<file path="config.mk">
export PLATFORM = sky130hd
export DESIGN_NAME = sram_req_arbiter
export DESIGN_NICKNAME = d
export VERILOG_FILES = /design/src/rtl/sram_req_arbiter.sv
export SDC_FILE = /design/constraint.sdc
export NUM_CORES = 1
export LEC_CHECK = 0
export ABC_AREA = 1
export BUFFER_PORTS_ARGS = -buffer_cell sky130_fd_sc_hd__buf_2
export CAP_MARGIN = 20
export CORE_ASPECT_RATIO = 0.8
export CORE_MARGIN = 2
export CORE_UTILIZATION = 49
export CTS_BUF_LIST = sky130_fd_sc_hd__clkbuf_2
export DETAILED_ROUTE_END_ITERATION = 10
export GPL_TIMING_DRIVEN = 0
export PLACE_DENSITY = 0.83
export SLEW_MARGIN = 10
export SYNTH_ARGS = -nofsm -noshare
export SYNTH_HDL_FRONTEND = slang
export SYNTH_SLANG_ARGS = --single-unit
</file>
<file path="constraint.sdc">
create_clock -name HCLK -period 1.6 [get_ports HCLK]
set_input_delay 0.08 -clock HCLK [delete_from_list [all_inputs] [get_ports HCLK]]
set_output_delay 0.08 -clock HCLK [all_outputs]
set_load 0.01 [all_outputs]
</file>
<file path="src/rtl/sram_req_arbiter.sv">
// ---------------------------------------------------------------------------
// sram_req_arbiter
//
// Shares one SRAM controller command port between two masters (for example
// the bootstrap copy engine and the AHB slave path). A winning command is
// latched, issued as a one-cycle strobe, and the arbiter waits for the
// controller ack. Read data is captured one cycle after the ack, and a
// one-cycle ack is returned to the granted master. An optional watchdog ends
// a WAIT that never sees an ack and reports it through mN_err.
//
// Ports
//   HCLK, HRESETN            clock, asynchronous active-low reset
//   mN_req/write/size/addr/wdata  master N command (held until mN_ack)
//   mN_ack, mN_err, mN_rdata      master N completion, error flag, read data
//   ahbsram_req/write/size/addr/wdata  command to the SRAM controller
//   sramahb_ack, sramahb_rdata        controller completion, read data
//   BUSY                     controller busy; blocks issue in IDLE only
//   grant_id                 master owning the current or last transaction
// ---------------------------------------------------------------------------
module sram_req_arbiter #(
    parameter int AHB_DWIDTH     = 32,
    parameter int FIXED_PRIO     = 0,
    parameter int TIMEOUT_CYCLES = 16
) (
    input  logic                  HCLK,
    input  logic                  HRESETN,
    input  logic                  m0_req,
    input  logic                  m0_write,
    input  logic [2:0]            m0_size,
    input  logic [19:0]           m0_addr,
    input  logic [AHB_DWIDTH-1:0] m0_wdata,
    output logic                  m0_ack,
    output logic                  m0_err,
    output logic [AHB_DWIDTH-1:0] m0_rdata,
    input  logic                  m1_req,
    input  logic                  m1_write,
    input  logic [2:0]            m1_size,
    input  logic [19:0]           m1_addr,
    input  logic [AHB_DWIDTH-1:0] m1_wdata,
    output logic                  m1_ack,
    output logic                  m1_err,
    output logic [AHB_DWIDTH-1:0] m1_rdata,
    output logic                  ahbsram_req,
    output logic                  ahbsram_write,
    output logic [2:0]            ahbsram_size,
    output logic [19:0]           ahbsram_addr,
    output logic [AHB_DWIDTH-1:0] ahbsram_wdata,
    input  logic                  sramahb_ack,
    input  logic [AHB_DWIDTH-1:0] sramahb_rdata,
    input  logic                  BUSY,
    output logic                  grant_id
);

    // The counter only has to reach TIMEOUT_CYCLES-1.
    localparam int CNT_W    = (TIMEOUT_CYCLES > 2) ? $clog2(TIMEOUT_CYCLES) : 1;
    localparam int TMO_LAST = (TIMEOUT_CYCLES > 0) ? TIMEOUT_CYCLES - 1 : 0;

    typedef enum logic [2:0] {
        ST_IDLE,
        ST_ISSUE,
        ST_WAIT,
        ST_CAPT,
        ST_RESP
    } state_t;

    state_t                state_q;
    logic                  last_grant_q;
    logic                  grant_q;
    logic                  req_q;
    logic                  write_q;
    logic [2:0]            size_q;
    logic [19:0]           addr_q;
    logic [AHB_DWIDTH-1:0] wdata_q;
    logic                  ack0_q, ack1_q;
    logic                  err0_q, err1_q;
    logic [AHB_DWIDTH-1:0] rdata0_q, rdata1_q;
    logic [CNT_W-1:0]      cnt_q;
    logic                  pick_m1_d;

    // Winner for the current IDLE cycle. On contention, round-robin hands
    // the grant to the master that did not win last time.
    always_comb begin
        pick_m1_d = m1_req;
        if (m0_req && m1_req) begin
            pick_m1_d = (FIXED_PRIO != 0) ? 1'b0 : ~last_grant_q;
        end
    end

    always_ff @(posedge HCLK or negedge HRESETN) begin
        if (!HRESETN) begin
            state_q      <= ST_IDLE;
            last_grant_q <= 1'b1;
            grant_q      <= 1'b0;
            req_q        <= 1'b0;
            write_q      <= 1'b0;
            size_q       <= '0;
            addr_q       <= '0;
            wdata_q      <= '0;
            ack0_q       <= 1'b0;
            ack1_q       <= 1'b0;
            err0_q       <= 1'b0;
            err1_q       <= 1'b0;
            rdata0_q     <= '0;
            rdata1_q     <= '0;
            cnt_q        <= '0;
        end else begin
            // Strobes are single-cycle unless re-asserted below.
            req_q  <= 1'b0;
            ack0_q <= 1'b0;
            ack1_q <= 1'b0;
            err0_q <= 1'b0;
            err1_q <= 1'b0;
            case (state_q)
                ST_IDLE: begin
                    if ((m0_req || m1_req) && !BUSY) begin
                        grant_q      <= pick_m1_d;
                        last_grant_q <= pick_m1_d;
                        write_q      <= pick_m1_d ? m1_write : m0_write;
                        size_q       <= pick_m1_d ? m1_size  : m0_size;
                        addr_q       <= pick_m1_d ? m1_addr  : m0_addr;
                        wdata_q      <= pick_m1_d ? m1_wdata : m0_wdata;
                        req_q        <= 1'b1;
                        state_q      <= ST_ISSUE;
                    end
                end
                ST_ISSUE: begin
                    cnt_q   <= '0;
                    state_q <= ST_WAIT;
                end
                ST_WAIT: begin
                    if (sramahb_ack) begin
                        state_q <= ST_CAPT;
                    end else if ((TIMEOUT_CYCLES != 0) && (cnt_q == CNT_W'(TMO_LAST))) begin
                        // Timeout: complete with err=1; a timed-out read returns 0.
                        if (grant_q) begin
                            ack1_q <= 1'b1;
                            err1_q <= 1'b1;
                            if (!write_q) rdata1_q <= '0;
                        end else begin
                            ack0_q <= 1'b1;
                            err0_q <= 1'b1;
                            if (!write_q) rdata0_q <= '0;
                        end
                        state_q <= ST_RESP;
                    end else begin
                        cnt_q <= cnt_q + CNT_W'(1);
                    end
                end
                ST_CAPT: begin
                    // Controller read data is valid this cycle (one after ack).
                    if (grant_q) begin
                        ack1_q <= 1'b1;
                        if (!write_q) rdata1_q <= sramahb_rdata;
                    end else begin
                        ack0_q <= 1'b1;
                        if (!write_q) rdata0_q <= sramahb_rdata;
                    end
                    state_q <= ST_RESP;
                end
                ST_RESP: begin
                    // Requests are not sampled here, so the master being
                    // acked cannot be granted twice for one command.
                    state_q <= ST_IDLE;
                end
                default: state_q <= ST_IDLE;
            endcase
        end
    end

    assign m0_ack        = ack0_q;
    assign m0_err        = err0_q;
    assign m0_rdata      = rdata0_q;
    assign m1_ack        = ack1_q;
    assign m1_err        = err1_q;
    assign m1_rdata      = rdata1_q;
    assign ahbsram_req   = req_q;
    assign ahbsram_write = write_q;
    assign ahbsram_size  = size_q;
    assign ahbsram_addr  = addr_q;
    assign ahbsram_wdata = wdata_q;
    assign grant_id      = grant_q;

endmodule

</file>
==> qor.csv <==
stage,metric,value,unit
outcome,status,finished with violations,
outcome,failed_checks,negative setup slack,
logic_synthesis,synth_warnings,0,
logic_synthesis,syn-cell-area,6100,µm²
layout,final_util,81.1,%
global_route,grt_pass1_vias,7328,
clock_tree,cts_root_buffer,clkbuf_2,
placed_design,place_hpwl,13100,µm
clock_tree,clkTransAtPathRegs,0.25,ns
worst_setup_path,crit_family,simple AND/OR/NAND/NOR gates,
logic_synthesis,synth_top_cell_by_area,dfrtp_1,
floorplanning,rows,36,
timing,finalWorstSetupSlack,-0.00535,ns
power,power_density,1640,nW/µm²
logic_synthesis,netlist_top_cells_area,"dfrtp_1 (55%), nand2_1 (13%), o21ai_0 (6.9%)",
power,pwr-share-seq,36.4,%
route,drtIter0Drc,645,
logic_synthesis,syn_nets,883,
floorplanning,die-area,13400,µm²
layout,layout_common_cells,"buf_2 (285), nand2_1 (183), dlygate4sd3_1 (151)",
floorplanning,chipWidth,129,µm
route,drcViolationCount,0,
power,p_leak,5.51,nW
layout,nNetsFinal,1338,
floorplanning,ios,276,
global_route,antenna_found_initial,3,
timing,setup_viol_count_final,1,
power,ir_drop,991,µV
clock_tree,clkLatencyLatePin,0.72,ns
route,drt_pre_antenna_iters,6,
timing,fmax,0.623,GHz
logic_synthesis,synth_cell_types,29,
route,vias,7354,
timing,fin_skew,0.0500,ns
hold_path,hp-class,input pin to flop,
placed_design,portBuffers,275,
worst_setup_path,crit_chain,ha_4 > nand2_4 > nor2_4 > nor2_4 > nor2_8 > nand2_8 > clkbuf_16 > nand2_2 > nand2_1,
logic_synthesis,synth_seq_cells,134,
power,comb_power_share,48.6,%
global_route,grt_pass1_wl,36000,µm
timing,max_slew_margin,68.3,%
logic_synthesis,synthesis.instances,732,
worst_setup_path,worst-endpoint-required,2.22,ns
route,detail-route-antenna-nets,0,
global_route,grt_overflow,0,
layout,area_growth,61.7,%
power,p_switching,7.02,mW
route,wire_per_inst,17.8,µm
worst_setup_path,cpPeakStageDelay,0.46,ns
placed_design,dp_slack,-0.0414,ns
worst_setup_path,critPathLaunchType,flop,
run,drv_cap,0,
layout,fillCellCount,699,
clock_tree,cts_sinks,134,
worst_setup_path,crit_path_top_delay_cell,dfrtp_1,
clock_tree,cts_buffer_depth,2,
timing,drv_slew,0,
global_route,track_usage,34.5,%
worst_setup_path,crit_path_end_kind,flop,
worst_setup_path,crit_arrival,2.22,ns
clock_tree,h-tree-depth,4,
layout,drive_gt1_share,34.2,%
timing,final.period_utilization,100,%
floorplanning,die_height,104,µm
timing,whs,0.149,ns
timing,max_slew.worst_pin.slew,0.476,ns
clock_tree,tritoncts,yes,
logic_synthesis,synth_top_area_share,54.5,%
logic_synthesis,ys_seq_area_share,55.0,%
layout,layout_commonest_cell,buf_2,
placed_design,place_congestion,0.916,
route,drt-total-wl,24100,µm
timing,hold_viol_final,0,
global_route,grt_max_degree,92,
power,intPower,9.18,mW
floorplanning,start_util,50.2,%
worst_setup_path,worstSetupPathType,flop to flop,
power,power_frac_clock,15.0,%
logic_synthesis,syn_area_per_cell,8.34,µm²
power,p_sw_share,43.3,%
timing,final.min_clock_period,1.61,ns
clock_tree,numCtsBuffers,17,
floorplanning,fp.coreArea,12200,µm²
worst_setup_path,cp_max_fo,7,
route,viasPerCell,5.43,
worst_setup_path,crit_top_cell,nor2_4,
worst_setup_path,path_buf_inv,1,
timing,rsz0062_at_grt,true,
## path summary, 6_finish.rpt
kind / cells past startpoint / endpoint / from / slack [ns]
setup / recovery: 9 / m0_rdata[14] / cnt_q[0] / -0.005
hold / removal: 4 / ahbsram_wdata[23] / m1_wdata[23] / 0.15
setup reg to reg: 9 / m0_rdata[14] / cnt_q[0] / -0.005
hold reg to reg: 2 / m1_rdata[28] / m1_rdata[28] / 0.49
max in group asynchronous: 4 / cnt_q[2] / HRESETN / 0.34
min in group asynchronous: 3 / ahbsram_addr[8] / HRESETN / 0.42
## cells by family (layout without fill, tap and decap cells)
family	Yosys count	after routing	synth area share, %
compound gates	117	117	9.64
xor+xnor	2	2	0.287
fa+ha+maj	1	1	0.205
buf+inv	92	560	7.87
flops	134	134	55.0
other cells	0	3	0
simple gates	386	386	27.0
## worst register-to-register path: stages (launching register included)
cell and delay [ns]:
dfrtp_1 0.46, ha_4 0.19, nand2_4 0.05, nor2_4 0.12
nor2_4 0.09, nor2_8 0.18, nand2_8 0.13, clkbuf_16 0.20
nand2_2 0.07, nand2_1 0.06
## power by group through the flow
| stage | registers [mW] | logic (mW) | clock network [mW] |
|---|---|---|---|
| floorplan | 6.46 | 3.10 | 0 |
| global placement | 5.77 | 6.37 | 0 |
| detailed placement | 5.77 | 6.55 | 0 |
| CTS | 5.72 | 6.87 | 2.43 |
| global route | 6.03 | 8.48 | 2.60 |
| finish | 5.90 | 7.87 | 2.43 |
## registers in the layout (all words and copies together) (netlist names)
| name | count |
|---|---|
| ahbsram_wdata | 32 |
| m0_rdata | 32 |
| m1_rdata | 32 |
| ahbsram_addr | 20 |
| cnt_q | 4 |
| ahbsram_size | 3 |
| state_q | 3 |
| ahbsram_req | 1 |
| ahbsram_write | 1 |
| grant_id | 1 |
| last_grant_q | 1 |
| m0_ack | 1 |
| m0_err | 1 |
| m1_ack | 1 |
| m1_err | 1 |
## cells in the mapped netlist
cell type and instances:
o21ai_0 84, a21oi_1 3, dfstp_2 1, dfrtp_1 133
nand2_2 3, o21ai_1 29, nor2_1 92, inv_2 4
nand2_4 3, nand2_1 208, or2_0 1, nor2_2 2
nor2_8 2, clkbuf_1 8, buf_2 19, buf_8 1
buf_4 6, nor2_4 3, nand3_2 1, buf_6 8
nand3_1 70, clkinv_2 1, ha_1 1, nand3_4 1
xor2_1 2, inv_1 41, buf_1 3, o21bai_1 1
buf_12 1
## final cells by class
class	count	area, µm²	share of cell area, %
multi-input cells	506	2390	24.2
repair buffers	436	3050	30.9
diodes	3	7.51	0.0761
clock buffers	19	95.1	0.964
flip-flops and latches	134	3360	34.0
inverters	46	174	1.76
clock inverters	13	193	1.95
well taps	152	190	1.93
plain buffers	46	412	4.17
## through the flow
step	power [mW]	TNS [ns]	instances	instance area [µm²]
final	16.2	-0.00535	1355	9870
after global placement	12.1	-180.08	1159	7670
after floorplan	9.57	0	732	6100
after detailed placement	12.3	-0.826	1160	7700
after global routing	17.1	-0.782	1355	9870
after CTS	15.0	0	1343	9520
## repair_timing
item                                    in CTS  in global routing
pin swaps                                    1                  4
gates resized for setup                      7                 94
buffers inserted                             0                  6
gates cloned                                 0                  3
endpoints found under the hold margin      264                  0
endpoints found under the setup margin      47                107
hold buffers                               151                  0
## metal layers
metal  up-vias  GRT usage [%]  share of wire (%)
met1      3471           39.9                 37
met5         -              0                  0
met3       149           8.52                7.6
met2       491           56.7                 49
li1       3243              -                  -
met4         0           22.3                6.3
No activity file was read; power rests on OpenSTA's default activity.
